[config.mk]
export PLATFORM = sky130hd
export DESIGN_NAME = sat_counter
export DESIGN_NICKNAME = d
export VERILOG_FILES = /design/src/rtl/fifo_drain_checker_sat_counter.sv
export SDC_FILE = /design/constraint.sdc
export NUM_CORES = 1
export LEC_CHECK = 0
export CAP_MARGIN = 20
export CELL_PAD_IN_SITES_DETAIL_PLACEMENT = 1
export CELL_PAD_IN_SITES_GLOBAL_PLACEMENT = 1
export CORE_MARGIN = 1.5
export CORE_UTILIZATION = 33
export DETAILED_ROUTE_END_ITERATION = 10
export GPL_ROUTABILITY_DRIVEN = 1
export PLACE_DENSITY = 0.77
export SKIP_CTS_REPAIR_TIMING = 1
export SLEW_MARGIN = 10
export SYNTH_ARGS = -nofsm -noshare
export SYNTH_HDL_FRONTEND = slang
export SYNTH_SLANG_ARGS = --single-unit
[constraint.sdc]
create_clock -name clk -period 1.9 [get_ports clk]
set_clock_uncertainty 0.2 [all_clocks]
set_input_delay 0.285 -clock clk [delete_from_list [all_inputs] [get_ports clk]]
set_output_delay 0.285 -clock clk [all_outputs]
set_load 0.01 [all_outputs]
[src/rtl/fifo_drain_checker_sat_counter.sv]
// Saturating up-counter with synchronous clear.
// Holds at all-ones instead of wrapping.
module sat_counter #(
    parameter int CNT_WIDTH = 16
) (
    input  logic                 clk,
    input  logic                 reset,
    input  logic                 inc,
    input  logic                 clr,
    output logic [CNT_WIDTH-1:0] value
);

    always_ff @(posedge clk or posedge reset) begin
        if (reset) begin
            value <= '0;
        end else if (clr) begin
            value <= '0;
        end else if (inc && (value != '1)) begin
            value <= value + CNT_WIDTH'(1);
        end
    end

endmodule

==> results of run 1 <==
power breakdown:
part | leakage (nW) | switching (W) | internal, W
clock | 0.0210 | 0.000123 | 0.000117
sequential | 0.209 | 0.00000824 | 0.000345
combinational | 0.435 | 0.0000317 | 0.0000299
stage by stage:
| step | utilization (%) | instances | worst slack (ns) | cell area, um2 |
|---|---|---|---|---|
| 2_1_floorplan | - | 101 | -0.0457 | 958 |
| 3_3_place_gp | 50.0 | 174 | -0.235 | 1360 |
| 3_5_place_dp | 50.0 | 174 | -0.279 | 1360 |
| 4_1_cts | 51.3 | 178 | -0.0985 | 1390 |
| 5_1_grt | 56.1 | 182 | -0.119 | 1520 |
| 6_report | 56.1 | 182 | -0.0470 | 1520 |
synth_stat cells (all sizes together):
cell type     n  area [um2]
dfrtp        16         400
or3           7        45.1
nand2b        2        12.5
nand2         6        22.5
clkbuf        2        8.75
or4           8        65.1
o21ai         5        25.0
dlygate4sd1   1        8.76
nor3          4        20.0
nor2          3        11.3
a31oi         1        6.26
ha            1        12.5
nor4          3        18.8
mux2i         1        10.0
a21oi        12        60.1
nand3         7        35.0
buf           1        7.51
o41ai         2        17.5
nand4         5        46.3
nor2b         3        18.8
mux2          2        22.5
inv           3        11.3
o31ai         5        37.5
and4          1        8.76
kinds of logic after synthesis:
group                    Yosys count
AND/OR/NAND/NOR                   49
AO/OA/AOI/OAI                     25
flip-flops                        16
buffers and inverters              7
multiplexers                       3
adder cells (fa/ha/maj)            1
worst min-delay path: cells and delay by family:
kind / cells / cell delay (ns)
buffers and inverters: 3 / 0.69
layer usage:
layer	wire length (um)	part of all wire (%)
met1	1310	42
met2	1640	53
met3	149	4.8
met4	22	0.71
met5	0	0
how the worst max path moves through the flow:
stage                   from   endpoint
floorplan           value[4]  value[13]
global placement         inc  value[13]
detailed placement       inc  value[13]
CTS                 value[4]  value[13]
global route        value[2]  value[12]
finish              value[0]  value[13]
area by class of cell:
class	count	area (um2)	area share [%]
multi-input combinational	78	586	38.5
timing repair buffer	50	439	28.9
sequential	16	410	27.0
tap	31	38.8	2.55
clock buffer	4	36.3	2.38
inverter	3	11.3	0.740
==> results.txt, run 1 <==
Max Buffers Root-to-Sink: 2
clock root buffer: clkbuf_4
RSZ-0062 raised after global routing: true
drt pass-1 iters: 4
CTS buffer count: 3
CP most frequent cell: or4_4
routing usage on met1: 24.7%
Post-Synth Adder-Cell Area: 1.34%
critical path arrival: 1.97 ns
total core area: 2710 um2
CP Capture Type: flip-flop
Layout area overhead: 63.2%
final hold viol count: 0
slowest stage delay, CP: 0.56 ns
final wirelength: 3120 um
share of cells above drive strength 1: 43.7%
Rows: 19
xor and xnor area share after synthesis: 0%
setup TNS: -0.0741 ns
first-pass GRT wire length: 5090 um
global route hottest layer: met2
worst r2r path cells: 4
Hold Crit Class: in -> async
CP max-delay cell: or4_4
Worst-Margin Slew: 0.371 ns
WL/cell: 17.1 um
cell count along the critical path: 4
total track usage: 20.6%
met2 GRT Util: 36.1%
syn avg cell area: 9.23 um2
Final min period: 1.95 ns
Slew HR: 74.9%
commonest non-fill, non-tap cell in the layout: buf_4
initial antenna violation count: 0
diode count: 0
startpoint types: flip-flop
Final nets: 157
largest net degree at the start of global routing: 17
max-cap viol count: 0
Post-Synthesis Cells: 101
io pins: 20
worst hold slack: 0.0846 ns
status: finished with violations
main combinational cell family by area after synthesis: simple AND/OR/NAND/NOR gates
vias in the first global route: 1118
M3 GR Usage: 3.26%
most frequent cells in the layout: buf_4 (30), clkdlybuf4s50_1 (14), dfrtp_2 (8), dfrtp_1 (8), a21oi_2 (7)
sequential-to-total area share from yosys stat: 43.0%
CP Cell Sequence: nand3_2 > or4_4 > or4_4 > a21oi_2
fin. max-slew vios: 0
violations in the final reports: negative setup slack
H-tree depth: 1
Final Cycle Share: 102%
FILL cells: 311
total gr overflow: 0
largest registers: value (16)
drt drc: 0
Seq cells post-synth: 16
initial drt markers: 16
CTS tree: built
Buf/Inv on CP: 0
Cell Area, Synth: 932 um2
Critical R2R Launch: value[0]
leakage power: 0.665 nW
Peak supply drop: 353 uV
r2r setup slk: -0.05 ns
Unique masters post-synth: 29
Final GP Congestion: 0.733
fmax: 514 MHz
DR vias: 1044
CP required: 1.93 ns
Post-Synth Simple-Gate Area: 32.6%
PD cells: 430 nW/um2
Overall Power: 0.000654 W
multiplexer area fraction after synthesis: 3.49%
Sink Count: 16
worst skew pair latency: 0.30 ns
setup ws final: -0.0470 ns
max FFs per register: 16
crit-path leading delay family: simple AND/OR/NAND/NOR gates
Syn Nets: 106
Die ar.: 3150 um2
Die Y: 56.1 um
Compound-Gate Fraction of Synth Area: 15.7%
via/cell ratio: 5.74
DPL Wire Length: 2190 um
Final setup violation count: 2
peak fanout along the critical path: 6
Synth Warn #: 0
Final ANT Viol Nets: 0
r2r endpoint: value[13]
CTS clk-pin slew, worst paths: 0.11 ns
Initial Utilization: 34.4%
kind of critical path: reg -> reg
die width: 56.1 um
PortBufs: 19
Most flops, register: value
No activity file was read; power rests on OpenSTA's default activity.
==> run 2, diff against run 1 <==
--- a/config.mk
+++ b/config.mk
@@ -9,4 +9,5 @@
 export CELL_PAD_IN_SITES_DETAIL_PLACEMENT = 1
 export CELL_PAD_IN_SITES_GLOBAL_PLACEMENT = 1
+export CORE_ASPECT_RATIO = 1.75
 export CORE_MARGIN = 1.5
 export CORE_UTILIZATION = 33
==> constraint.sdc (replaced) <==
create_clock -name clk -period 1.9 [get_ports clk]
set_clock_uncertainty 0.2 [all_clocks]
set_input_delay 0.285 -clock clk [delete_from_list [all_inputs] [get_ports clk]]
set_output_delay 0.285 -clock clk [all_outputs]
set_load 0.005 [all_outputs]
==> results.txt, run 2 (same netlist as run 1, synthesis figures left out) <==
violations in the final reports: negative setup slack
worst skew pair latency: 0.25 ns
Die ar.: 3160 um2
largest net degree at the start of global routing: 17
Worst Setup SP: value[5]
critical path arrival: 2.04 ns
total core area: 2690 um2
CTS clk-pin slew, worst paths: 0.07 ns
startpoint types: flip-flop
most frequent cells in the layout: buf_4 (38), clkdlybuf4s50_1 (17), dfrtp_1 (14)
Setup WS pre-CTS: -0.301 ns
CP Capture Type: flip-flop
status: finished with violations
Final GP Congestion: 0.781
RSZ-0062 raised after global routing: true
DR vias: 1087
PortBufs: 19
initial antenna violation count: 0
Initial Utilization: 34.7%
CP most frequent cell: or4_4
CP max-delay cell: or4_4
max FFs per register: 16
H-tree depth: 1
drt drc: 0
Final nets: 164
kind of critical path: reg -> reg
Worst-Margin Slew: 0.374 ns
share of cells above drive strength 1: 40.5%
CP Cell Sequence: nand4_1 > or4_4 > or4_4 > a21oi_2
DPL Wire Length: 2410 um
peak fanout along the critical path: 5
CTS buffer count: 3
final wirelength: 3650 um
Peak supply drop: 570 uV
vias in the first global route: 1148
diode count: 0
slowest stage delay, CP: 0.62 ns
Most flops, register: value
io pins: 20
fin. max-slew vios: 0
CP required: 1.88 ns
largest registers: value (16)
commonest non-fill, non-tap cell in the layout: buf_4
Max Buffers Root-to-Sink: 2
Final Cycle Share: 108%
die width: 43.2 um
WL/cell: 19.8 um
Rows: 25
worst setup path endpoint: value[13]
worst r2r path cells: 4
leakage power: 0.662 nW
fmax: 486 MHz
r2r endpoint: value[13]
Final min period: 2.06 ns
r2r setup slk: -0.16 ns
Sink Count: 16
Design Area, Final: 1550 um2
Layout area overhead: 66.6%
max-cap viol count: 0
final hold viol count: 0
clock root buffer: clkbuf_8
Critical R2R Launch: value[5]
via/cell ratio: 5.88
PD cells: 444 nW/um2
placed inst area: 1360 um2
Slew HR: 74.9%
drt pass-1 iters: 4
Hold Crit Class: in -> async
initial drt markers: 44
Final setup violation count: 8
total gr overflow: 0
Final ANT Viol Nets: 0
setup ws final: -0.156 ns
first-pass GRT wire length: 5350 um
CTS tree: built
Die Y: 73.3 um
total track usage: 22.7%
## run 2: changes by cell type in the layout (fill, tap and decap cells not counted), moves of 2 or more
cell,before,now
buf_4,30,38
dfrtp_1,8,14
dfrtp_2,8,2
a21oi_1,5,8
a21oi_2,7,4
clkbuf_4,3,0
clkdlybuf4s50_1,14,17
dlymetal6s2s_1,5,2
clkbuf_8,1,3
nor4_1,2,0
nor4_2,0,2
## run 2: worst min-delay path by stage
stage               from        end  slack, ns  depth (start not counted)
2_1_floorplan      reset   value[0]     -0.001                          1
3_3_place_gp   value[14]  value[14]       0.36                          2
3_5_place_dp   value[14]  value[14]       0.37                          2
4_1_cts            reset   value[1]       0.15                          3
5_1_grt            reset   value[9]       0.17                          3
6_report           reset   value[9]       0.14                          3
## run 2: worst max-delay path, delay by kind of cell, from the launching register on
family,cells,cell delay (ns)
simple gates,3,1.24
compound gates,1,0.13
flops,1,0.41
## run 2: routing by layer
metal / wire, um / track usage, % / up-vias / part of all wire, %
li1: - / - / 503 / -
met1: 1320 / 21.9 / 561 / 36
met2: 2230 / 45.9 / 19 / 61
met3: 54 / 1.47 / 4 / 1.5
met4: 53 / 10.8 / 0 / 1.5
met5: 0 / 0 / - / 0
## run 2: where the power goes
group,internal (W),switching (W),total [W]
Combinational,0.0000360,0.0000335,0.0000694
Sequential,0.000345,0.00000509,0.000350
Clock,0.000149,0.000122,0.000270
Total,0.000530,0.000160,0.000690
## run 2: final cells by class
| class | count | area, um2 |
|---|---|---|
| clock buffer | 4 | 45.0 |
| fill | 303 | 1140 |
| sequential | 16 | 403 |
| timing repair buffer | 57 | 480 |
| tap | 27 | 33.8 |
| multi-input combinational | 78 | 579 |
| inverter | 3 | 11.3 |
## run 2: through the flow
stage | setup TNS, ns | power [W] | hold WS, ns | utilization, % | instances
floorplan | -0.0343 | 0.000383 | -0.00140 | - | 101
global placement | -1.10 | 0.000416 | 0.359 | 50.5 | 172
detailed placement | -1.57 | 0.000418 | 0.371 | 50.5 | 172
CTS | -0.473 | 0.000694 | 0.150 | 52.1 | 176
global route | -1.22 | 0.000719 | 0.169 | 57.7 | 185
finish | -0.867 | 0.000690 | 0.144 | 57.7 | 185
